**src/rtl/conway_pkg.sv**
```systemverilog
// rtl/conway_pkg.sv - shared types, rule constants and cell rule for the Life sequencer
package conway_pkg;

  typedef enum logic [3:0] {
    IDLE,
    P0,
    P1,
    P2,
    P3,
    WR,
    SH,
    FLIP,
    DONE
  } state_t;

  localparam int BIRTH_N   = 3;
  localparam int SURVIVE_N = 2;

  // Next state of one cell given its current state and live-neighbour count (0..8).
  function automatic logic cell_next(input logic c, input logic [3:0] n);
    return (n == 4'(BIRTH_N)) || (c && (n == 4'(SURVIVE_N)));
  endfunction

endpackage

```
**src/rtl/conway_row_rule.sv**
```systemverilog
// rtl/conway_row_rule.sv - combinational Life rule across one row with horizontal wrap
//
// Ports:
//   up   in  GRID_W  row above the row being computed
//   mid  in  GRID_W  row being computed (current generation)
//   dn   in  GRID_W  row below the row being computed
//   nxt  out GRID_W  next generation of mid
// Column i is bit i; column 0's west neighbour is column GRID_W-1.
module conway_row_rule
  import conway_pkg::*;
#(
  parameter int GRID_W = 32
) (
  input  logic [GRID_W-1:0] up,
  input  logic [GRID_W-1:0] mid,
  input  logic [GRID_W-1:0] dn,
  output logic [GRID_W-1:0] nxt
);

  // Rotated copies so that x_w[i] is the west neighbour and x_e[i] the east neighbour of column i.
  logic [GRID_W-1:0] up_w, up_e, mid_w, mid_e, dn_w, dn_e;

  assign up_w  = {up[GRID_W-2:0], up[GRID_W-1]};
  assign up_e  = {up[0], up[GRID_W-1:1]};
  assign mid_w = {mid[GRID_W-2:0], mid[GRID_W-1]};
  assign mid_e = {mid[0], mid[GRID_W-1:1]};
  assign dn_w  = {dn[GRID_W-2:0], dn[GRID_W-1]};
  assign dn_e  = {dn[0], dn[GRID_W-1:1]};

  for (genvar i = 0; i < GRID_W; i++) begin : g_cell
    logic [3:0] n;
    assign n = 4'(up_w[i]) + 4'(up[i]) + 4'(up_e[i])
             + 4'(mid_w[i]) + 4'(mid_e[i])
             + 4'(dn_w[i]) + 4'(dn[i]) + 4'(dn_e[i]);
    assign nxt[i] = cell_next(mid[i], n);
  end

endmodule

```
**src/rtl/conway_gen_sequencer.sv**
```systemverilog
// rtl/conway_gen_sequencer.sv - runs Game-of-Life generations over a ping-pong row memory
//
// Ports:
//   clk, rst      clock (rising edge), asynchronous active-high reset
//   start         pulse, accepted only when idle; samples num_gens
//   stop          request to halt after the generation in progress
//   num_gens      generations to run
//   busy, done    run in progress / one-cycle end-of-run pulse
//   cur_bank      bank holding the complete current generation
//   gen_count     generations completed since reset (wraps)
//   mem_rd_*      row read port {bank,row}; data returns the cycle after mem_rd_en
//   mem_wr_*      row write port {bank,row}
// Rows are read from bank cur_bank and written to bank ~cur_bank; cur_bank only
// flips once a whole generation has been written.
module conway_gen_sequencer
  import conway_pkg::*;
#(
  parameter int GRID_W = 32,
  parameter int GRID_H = 32,
  parameter int ROW_AW = $clog2(GRID_H),
  parameter int GEN_W  = 16
) (
  input  logic              clk,
  input  logic              rst,
  input  logic              start,
  input  logic              stop,
  input  logic [GEN_W-1:0]  num_gens,
  output logic              busy,
  output logic              done,
  output logic              cur_bank,
  output logic [GEN_W-1:0]  gen_count,
  output logic              mem_rd_en,
  output logic [ROW_AW:0]   mem_rd_addr,
  input  logic [GRID_W-1:0] mem_rd_data,
  output logic              mem_wr_en,
  output logic [ROW_AW:0]   mem_wr_addr,
  output logic [GRID_W-1:0] mem_wr_data
);

  localparam logic [ROW_AW-1:0] LAST_ROW = ROW_AW'(GRID_H - 1);
  localparam logic [ROW_AW-1:0] WRAP_ROW = ROW_AW'(GRID_H - 2);

  state_t            state, state_next;
  logic [ROW_AW-1:0] row;
  logic [ROW_AW-1:0] row_ahead;
  logic [GEN_W-1:0]  rem;
  logic [GRID_W-1:0] win_up, win_mid, win_dn;
  logic [GRID_W-1:0] next_row;
  logic              stop_pending;

  conway_row_rule #(.GRID_W(GRID_W)) u_rule (
    .up  (win_up),
    .mid (win_mid),
    .dn  (win_dn),
    .nxt (next_row)
  );

  // Row fetched while writing row r is (r+2) mod H; only r==H-2 wraps (r==H-1 issues no read).
  assign row_ahead = (row == WRAP_ROW) ? '0 : row + ROW_AW'(2);

  assign busy = (state != IDLE);
  assign done = (state == DONE);

  always_ff @(posedge clk or posedge rst) begin
    if (rst) begin
      state        <= IDLE;
      cur_bank     <= 1'b0;
      gen_count    <= '0;
      rem          <= '0;
      row          <= '0;
      win_up       <= '0;
      win_mid      <= '0;
      win_dn       <= '0;
      stop_pending <= 1'b0;
    end else begin
      state <= state_next;

      if (state == DONE)
        stop_pending <= 1'b0;
      else if (state != IDLE && stop)
        stop_pending <= 1'b1;

      case (state)
        IDLE: if (start) rem <= num_gens;
        P1:   win_up  <= mem_rd_data;
        P2:   win_mid <= mem_rd_data;
        P3: begin
          win_dn <= mem_rd_data;
          row    <= '0;
        end
        SH: begin
          win_up  <= win_mid;
          win_mid <= win_dn;
          if (row != LAST_ROW) begin
            win_dn <= mem_rd_data;
            row    <= row + ROW_AW'(1);
          end
        end
        FLIP: begin
          cur_bank  <= ~cur_bank;
          gen_count <= gen_count + GEN_W'(1);
          rem       <= rem - GEN_W'(1);
        end
        default: ;
      endcase
    end
  end

  always_comb begin
    state_next  = state;
    mem_rd_en   = 1'b0;
    mem_rd_addr = '0;
    mem_wr_en   = 1'b0;
    mem_wr_addr = '0;
    mem_wr_data = '0;

    case (state)
      IDLE: begin
        if (start)
          state_next = (num_gens == '0) ? DONE : P0;
      end
      P0: begin
        mem_rd_en   = 1'b1;
        mem_rd_addr = {cur_bank, LAST_ROW};
        state_next  = P1;
      end
      P1: begin
        mem_rd_en   = 1'b1;
        mem_rd_addr = {cur_bank, ROW_AW'(0)};
        state_next  = P2;
      end
      P2: begin
        mem_rd_en   = 1'b1;
        mem_rd_addr = {cur_bank, ROW_AW'(1)};
        state_next  = P3;
      end
      P3: state_next = WR;
      WR: begin
        mem_wr_en   = 1'b1;
        mem_wr_addr = {~cur_bank, row};
        mem_wr_data = next_row;
        if (row != LAST_ROW) begin
          mem_rd_en   = 1'b1;
          mem_rd_addr = {cur_bank, row_ahead};
        end
        state_next = SH;
      end
      SH: state_next = (row == LAST_ROW) ? FLIP : WR;
      // rem still holds the pre-decrement value here, so 1 means this was the last generation.
      FLIP: state_next = ((rem == GEN_W'(1)) || stop_pending || stop) ? DONE : P0;
      DONE: state_next = IDLE;
      default: state_next = IDLE;
    endcase
  end

endmodule

```
**config.mk**
```make
export PLATFORM = sky130hd
export DESIGN_NAME = conway_gen_sequencer
export DESIGN_NICKNAME = d
export VERILOG_FILES = /design/src/rtl/conway_pkg.sv /design/src/rtl/conway_row_rule.sv /design/src/rtl/conway_gen_sequencer.sv
export SDC_FILE = /design/constraint.sdc
export NUM_CORES = 1
export LEC_CHECK = 0
export CORE_MARGIN = 4
export CORE_UTILIZATION = 50
export CTS_CLUSTER_SIZE = 40
export DETAILED_ROUTE_END_ITERATION = 16
export PLACE_DENSITY = 0.73
export SLEW_MARGIN = 10
export SYNTH_ARGS = -nofsm -noshare
export SYNTH_HDL_FRONTEND = slang
export SYNTH_HIERARCHICAL = 1
export SYNTH_SLANG_ARGS = --single-unit
```
**constraint.sdc**
```tcl
create_clock -name clk -period 13.06 [get_ports clk]
set_clock_uncertainty 0.05 [all_clocks]
set_input_delay 3.265 -clock clk [delete_from_list [all_inputs] [get_ports clk]]
set_output_delay 3.265 -clock clk [all_outputs]
set_load 0.02 [all_outputs]
```
==> results.md, run 1 <==
- The run finished with clean final reports.
- For this run, the detailed router's first-pass iteration total came to 6.
- Counting cells, the worst reg-to-reg path comes to 3.
- For this run, the top clock speed supported by timing is 131 MHz.
- In this run the core area contains 56 standard-cell rows.
- No sink is reached through more buffers than the 2 on the longest clock path.
- The count of endpoints failing hold in the final timing report was 0.
- The async set or reset register ratio after synthesis is 100%.
- Across the run, the number of max-cap violations was 0.
- The source-to-sink clock delay at the later pin of the worst-skew pair is ~0.43 ns.
- The detailed placement HPWL is 19.9 mm.
- The final max-slew violation count is 0.
- The register bit count reported by yosys is ~140.
- The overflow left after global routing is 0.
- For the pin with the worst max-slew slack, the measured transition is slightly above 1 ns.
- The number of nets in the final layout is roughly 1600.
- The placed standard-cell area is 13500 um2.
- The total of fill cells in the finished design is 2083.
- The multi-input combinational cells in the finished layout cover a total of 7380 um2.
- The total of buffers placed on input and output ports is 116.
- The end point of the most critical hold path is gen_count[15].
- Walking the worst path, the cells encountered are inv_1, fa_1, fa_1, fa_1, inv_1, ha_1, fa_1, or2_2, a21oi_1, and3_1, clkdlybuf4s50_1.
- The number of antenna-violating nets in the routed design is 0.
- The clock sink count is 139.
- The I/O pin total is 117.
- After synthesis, the mean cell area works out to approximately 9.6 um2.
- For this run, the number of Yosys warnings is 6.
- In the routed design, unresolved DRC markers number 0.
- The maximum number of pins on one net before global-route repair is 80.
- Cells with a size suffix above 1 make up under 10% of the layout.
- The worst flop-to-flop path startpoint is state[3].
- The post-CTS setup-driven buffer insertion count is 0.
- The cell depth of the worst min-delay path is 1.
- The most used flip-flop cell after synthesis is sky130_fd_sc_hd__dfrtp_1.
- In this run the register-to-register setup slack is 10.01 ns.
- The first global-routing pass estimated about 47 mm of wire.
- The kind of cell adding the most delay to the critical path is adder cells.
- The number of antenna violations at the first check in global routing came to 0.
- At the worst endpoint, the arrival time is 4.30 ns.
- The detailed router finished its first iteration with just over 700 violations.
- The final clock period utilization by the worst path is 58.3%.
- The path class of the tightest hold or removal check is flip-flop to flip-flop.
- The clock root buffer is sky130_fd_sc_hd__clkbuf_16.
- The synthesized design contains 0 enable-type register cells.
- After clock tree synthesis, the clock-pin slew on the worst setup and hold paths is 0.06 ns.
- The final wirelength is 27.1 mm.
- The mapped cell area is 12000 um2.
- The area of all sequential standard cells is 3480 um2.
- The post-synthesis net count is 1536.
- The critical hold path startpoint is gen_count[15].
- The final cell area excluding filler cells is between 10000 and 15000 um2.
- For this run, the register share of the synthesized area comes to 28.9%.
- The cell seen most often among critical-path stages is sky130_fd_sc_hd__fa_1.
- The smallest clock period supported by the final layout is computed as 7.61 ns.
- The clock tree synthesis step divided the H-tree into 4 levels.
- The placer congestion estimate is 0.838.
- The floorplan step defined a die boundary enclosing 26600 um2.
- The floorplan step set the die width to 163 um.
- In the final timing run, aggregate negative setup slack is 0 ns.
- The global-route total usage across every layer is 21.6%.
- The buffers plus inverters on the worst setup path is 3.
- The area inside the core boundary is 23500 um2.
- At the worst endpoint, the required time is about 9.7 ns.
- The per-cell routed wire length is 16.1 um.
- The vertical extent of the die is 163 um.
- The largest stage delay on the critical path is between 0.6 and 0.7 ns.
- The number of buffers inserted during clock tree synthesis is 17.
- Setup repair after global routing left no endpoint under its margin.
- The area growth from synthesis to final layout is 16.6%.
- STA classifies the critical path startpoint as a flip-flop.
- The number of setup violations in the final report is 0.
- The largest fanout on the critical path is 3.
- The hold-fix buffer count after cts is 0.
- The synthesized instance count is 1253.
- TritonCTS built the clock tree.
- The nature of the critical path endpoint is an output port.
- The number of diodes added for antenna fixing is 0.
- The endpoint identified for the worst register-to-register timing path is win_dn[22].
- The initial core utilization is 51.1%.
- The number of global-route vias before repair is 9763.
- In this run, post-CTS repair resized a total of 0 instances.
- The post-synthesis cell type count is 57.
- The worst setup path is of the flip-flop to output port kind.
- The detail-routed via count per cell is 5.44.
- The largest individual stage delay along the critical path comes from the cell sky130_fd_sc_hd__clkdlybuf4s50_1.
- The number of vias after detailed routing is 9162.
- The headroom to the max-slew limit is a little under a third.
cells by family after synthesis:
logic type      synth area share [%]
simple gates                    13.2
buf+inv                         9.94
fa+ha+maj                       32.0
compound gates                  11.3
flops                           28.9
mux                             3.00
xor+xnor                        1.60
cells in the mapped netlist (12+ instances only):
| cell | count | area (um2) |
|---|---|---|
| sky130_fd_sc_hd__dfrtp_1 | 139 | 3480 |
| sky130_fd_sc_hd__a21oi_1 | 69 | 345 |
| sky130_fd_sc_hd__nor2_1 | 59 | 221 |
| sky130_fd_sc_hd__clkbuf_1 | 26 | 97.6 |
| sky130_fd_sc_hd__and3_1 | 41 | 257 |
| sky130_fd_sc_hd__ha_1 | 103 | 1290 |
| sky130_fd_sc_hd__xnor2_1 | 12 | 105 |
| sky130_fd_sc_hd__nor3_1 | 12 | 60.1 |
| sky130_fd_sc_hd__inv_1 | 264 | 991 |
| sky130_fd_sc_hd__o21ai_0 | 38 | 190 |
| sky130_fd_sc_hd__nand3_1 | 44 | 220 |
| sky130_fd_sc_hd__mux2_2 | 32 | 360 |
| sky130_fd_sc_hd__or2_2 | 32 | 200 |
| sky130_fd_sc_hd__a31oi_1 | 34 | 213 |
| sky130_fd_sc_hd__nand2_1 | 86 | 323 |
| sky130_fd_sc_hd__buf_2 | 13 | 65.1 |
| sky130_fd_sc_hd__a222oi_1 | 32 | 320 |
| sky130_fd_sc_hd__fa_1 | 128 | 2560 |
final cells by class:
cell class                 instances  share of cell area (%)
multi-input combinational        806                    52.6
sequential                       139                    24.8
timing repair buffer             123                    8.66
inverter                         264                    7.10
clock buffer                      17                    3.03
tap                              319                    2.85
clock inverter                    15                   0.928
stage by stage:
step / cells / hold slack, ns / setup slack, ns / util [%]
2_1_floorplan: 1253 / 0.411 / 6.02 / -
6_report: 1683 / 0.421 / 5.45 / 59.6
4_1_cts: 1683 / 0.425 / 5.42 / 59.6
5_1_grt: 1683 / 0.440 / 5.25 / 59.6
3_5_place_dp: 1651 / 0.412 / 5.90 / 57.2
3_3_place_gp: 1651 / 0.407 / 5.93 / 57.2
per-layer routing:
metal | vias to the layer above | share of wire [%] | track usage (%)
met5 | - | 0 | 0
met4 | 0 | 1.1 | 5.15
met3 | 26 | 4.7 | 3.61
met2 | 237 | 49 | 36.1
met1 | 4533 | 45 | 29.9
li1 | 4366 | - | -
layout by cell type, fill, tap and decap left out, types with 3 or more instances in the layout:
cell / count
sky130_fd_sc_hd__fa_1: 128
sky130_fd_sc_hd__nand3_1: 44
sky130_fd_sc_hd__and2_1: 4
sky130_fd_sc_hd__xnor2_1: 12
sky130_fd_sc_hd__clkdlybuf4s50_1: 116
sky130_fd_sc_hd__inv_6: 6
sky130_fd_sc_hd__and3_1: 41
sky130_fd_sc_hd__a311oi_1: 4
sky130_fd_sc_hd__dfrtp_1: 139
sky130_fd_sc_hd__buf_4: 7
sky130_fd_sc_hd__o21ai_0: 38
sky130_fd_sc_hd__or2_2: 32
sky130_fd_sc_hd__xor2_1: 10
sky130_fd_sc_hd__a211oi_1: 8
sky130_fd_sc_hd__o221a_2: 4
sky130_fd_sc_hd__a21oi_1: 69
sky130_fd_sc_hd__ha_1: 103
sky130_fd_sc_hd__mux2_2: 32
sky130_fd_sc_hd__nor4_1: 7
sky130_fd_sc_hd__nor3_1: 11
sky130_fd_sc_hd__a31oi_1: 34
sky130_fd_sc_hd__a222oi_1: 32
sky130_fd_sc_hd__nand2_1: 85
sky130_fd_sc_hd__nor2_1: 59
sky130_fd_sc_hd__inv_8: 3
sky130_fd_sc_hd__clkinvlp_4: 4
sky130_fd_sc_hd__nand4_1: 10
sky130_fd_sc_hd__inv_1: 263
sky130_fd_sc_hd__clkbuf_16: 17
state kept, by name, summed over array words and instances (netlist names):
| name | flops |
|---|---|
| win_dn | 32 |
| win_mid | 32 |
| win_up | 32 |
| gen_count | 16 |
| rem | 16 |
| row | 5 |
| state | 4 |
| cur_bank | 1 |
| stop_pending | 1 |
how the worst max path moves through the flow:
stage | from | endpoint | slack, ns | cells past startpoint
floorplan | rst | cur_bank | 6.02 | 1
global placement | win_up[22] | mem_wr_data[23] | 5.93 | 11
detailed placement | win_up[22] | mem_wr_data[23] | 5.90 | 11
CTS | win_up[26] | mem_wr_data[27] | 5.42 | 11
global route | win_up[26] | mem_wr_data[27] | 5.25 | 11
finish | win_up[25] | mem_wr_data[26] | 5.45 | 11
Power of run 1 is left out: the tool's default activity adds up to more than one toggle a clock period on the data nets, which glitch-free logic cannot reach.
==> inputs of run 2 (changes only) <==
==> constraint.sdc (replaced) <==
create_clock -name clk -period 7.8 [get_ports clk]
set_clock_uncertainty 0.05 [all_clocks]
set_input_delay 1.95 -clock clk [delete_from_list [all_inputs] [get_ports clk]]
set_output_delay 1.95 -clock clk [all_outputs]
set_load 0.02 [all_outputs]
==> run 2 against run 1 <==
Effect of this change: global-route usage fell by 0.58 points; die area is the same; sequential share of layout area shrank 0.12 points; utilization is 0.30 points higher; via count rose by 0.11%; critical path type unchanged; critical endpoint is now mem_wr_data[28].
==> results.md, run 2 (same netlist as run 1, synthesis figures left out) <==
- In this run the most critical hold path is launched from gen_count[14].
- The smallest clock period supported by the final layout is computed as ~6.3 ns.
- Entering global routing, the biggest net connects 80 pins.
- The slowest stage of the critical path belongs to the cell sky130_fd_sc_hd__clkdlybuf4s50_1.
- The fmax is 159 MHz.
- The number of antenna violations at the first check in global routing was 0.
- The aggregate negative setup slack is 0 ns.
- At the pin with the least slew margin, the transition time is about 1 ns.
- The total of buffers placed on input and output ports is 116.
- The cell sitting at the root of the clock tree is a sky130_fd_sc_hd__clkbuf_16.
- The global-route total usage across every layer is 21.1%.
- Setup repair after global routing left no endpoint under its margin.
- The final wirelength is between 20 and 30 mm.
- The post-route core utilization is 59.9%.
- STA classifies the critical path startpoint as a flip-flop.
- Among the stages of the critical path, the cell type that occurs most often is sky130_fd_sc_hd__fa_1.
- The total area inside the core boundary comes to approximately 24000 um2.
- The hold-fix buffer count after cts is 0.
- The wire-length estimate of the detail-placed layout is 19.8 mm.
- For the worst setup path, the data required time is 5.80 ns.
- The finished layout holds 1683 standard cells, fillers aside.
- Post-CTS repair changed the size of 0 cells.
- The nature of the critical path endpoint is an output port.
- In this run the tightest slew margin relative to its limit is 32.6%.
- The library cell used most frequently in the layout, excluding fill and tap cells, is sky130_fd_sc_hd__inv_1.
- The critical path is of the flip-flop to output port type.
- After detailed placement, the design holds a cell count of about 1700.
- Setup violations remaining at the end of the flow were counted as 0.
- The horizontal die dimension is 163 um.
- The number of antenna-violating nets in the routed design is 0.
- The detail-routed via count per cell is about 5.4.
- The number of DRC markers after the initial detailed-route iteration is between 600 and 700.
- The ratio of cells with drive above 1 in the final layout is a little under 9%.
- The placer congestion estimate is 0.840.
- Among cell families on the critical path, the largest total delay comes from adder cells.
- After clock tree synthesis, the setup repair step added 0 buffers.
- In this run the number of H-tree levels came out at 4.
- The number of vias after detailed routing is about 9200.
- Across the run, the number of max-cap violations was 0.
- In the layout the commonest cells are sky130_fd_sc_hd__inv_1 (263), sky130_fd_sc_hd__dfrtp_1 (139), sky130_fd_sc_hd__fa_1 (128).
- Along the worst path, the maximum fanout reaches 3.
- The iteration count of the initial detailed-routing pass is 6.
- The worst flop-to-flop path startpoint is state[3].
- The number of nets in the final layout is 1634.
- Traced cell by cell, the critical path runs through inv_1, fa_1, fa_1, fa_1, inv_1, ha_1, fa_1, or2_2, a21oi_1, and3_1, clkdlybuf4s50_1.
- Of the available clock period, the critical path in the final layout requires 80.7%.
- The area growth from synthesis to final layout is 17.2%.
- The die is between 150 and 200 um tall.
- The critical path launch point is win_up[28].
- The per-cell routed wire length is 15.9 um.
- The largest registers in the layout are win_dn: 32 flops, win_mid: 32 flops, win_up: 32 flops.
- The clock-pin slew on the worst setup and hold paths is 0.06 ns.
- In the routed design, unresolved DRC markers number 0.
- The site row count is 56.
- The floorplan step defined a die boundary enclosing 26600 um2.
- For this design the top-level I/O count stands at 117.
- The first global-routing pass estimated 46.0 mm of wire.
- In this run the deepest clock path goes through 2 buffers.
- For this run, the slowest stage of the critical path takes ~0.63 ns.
- The clock sink count is 139.
- The number of global-route vias before repair is 9503.
- The final max-slew violation count came to 0.
- The count of endpoints failing hold in the final timing report came to 0.
- The arrival time at the worst endpoint is 4.30 ns.
- The source-to-sink clock delay at the later pin of the worst-skew pair is between 0.4 and 0.5 ns.
- Summed over all layers, the global routing overflow is 0.
- Together, buffers and inverters on the worst path number 3.
- The flow ran to the end, and the final reports show no timing, DRC or antenna violations.
- TritonCTS built the clock tree.
- The number of buffers inserted during clock tree synthesis is 17.
- For this configuration, the core starts out at a cell density of 51.1%.
- In this run the worst hold path is classified as flip-flop to flip-flop.
- The number of diodes added for antenna fixing is 0.
## run 2: changes by cell type in the layout (fill, tap and decap cells not counted), sizes merged
cell and change:
inv -4, bufinv +3, clkbuf +4, clkinvlp -3
## run 2: worst register-to-register path: stages (launching register included)
cell and delay, ns:
sky130_fd_sc_hd__dfrtp_1 0.57, sky130_fd_sc_hd__nor2b_4 0.87, sky130_fd_sc_hd__nand2_2 0.84, sky130_fd_sc_hd__mux2_2 0.55
## run 2: area by class of cell
| cell class | instances | area, um2 |
|---|---|---|
| fillers | 2024 | 9450 |
| multi-input cells | 806 | 7380 |
| clock inverters | 11 | 155 |
| inverters | 264 | 996 |
| repair buffers | 123 | 1210 |
| clock buffers | 21 | 470 |
| well taps | 319 | 399 |
| flip-flops and latches | 139 | 3480 |
## run 2: final timing paths
| path | endpoint | slack, ns | depth (start not counted) |
|---|---|---|---|
| setup / recovery | mem_wr_data[28] | 1.50 | 11 |
| hold / removal | gen_count[14] | 0.44 | 1 |
| setup reg to reg | win_dn[17] | 4.79 | 3 |
| hold reg to reg | gen_count[14] | 0.44 | 1 |
| max in group asynchronous | win_mid[27] | 4.42 | 3 |
| min in group asynchronous | gen_count[14] | 2.00 | 2 |
## run 2: metal layers
layer | share of wire, % | global-route usage [%]
met1 | 45 | 29.2
met2 | 49 | 35.2
met3 | 5.0 | 3.36
met4 | 0.95 | 4.69
met5 | 0 | 0
## run 2: through the flow
stage	area, um2	setup WS [ns]	hold slack [ns]
after floorplan	12000	2.08	0.411
after global placement	13500	1.99	0.407
after detailed placement	13500	1.96	0.435
after global routing	14100	1.34	0.468
after CTS	14100	1.49	0.449
final	14100	1.50	0.445
Power of run 2 is left out for the same reason.
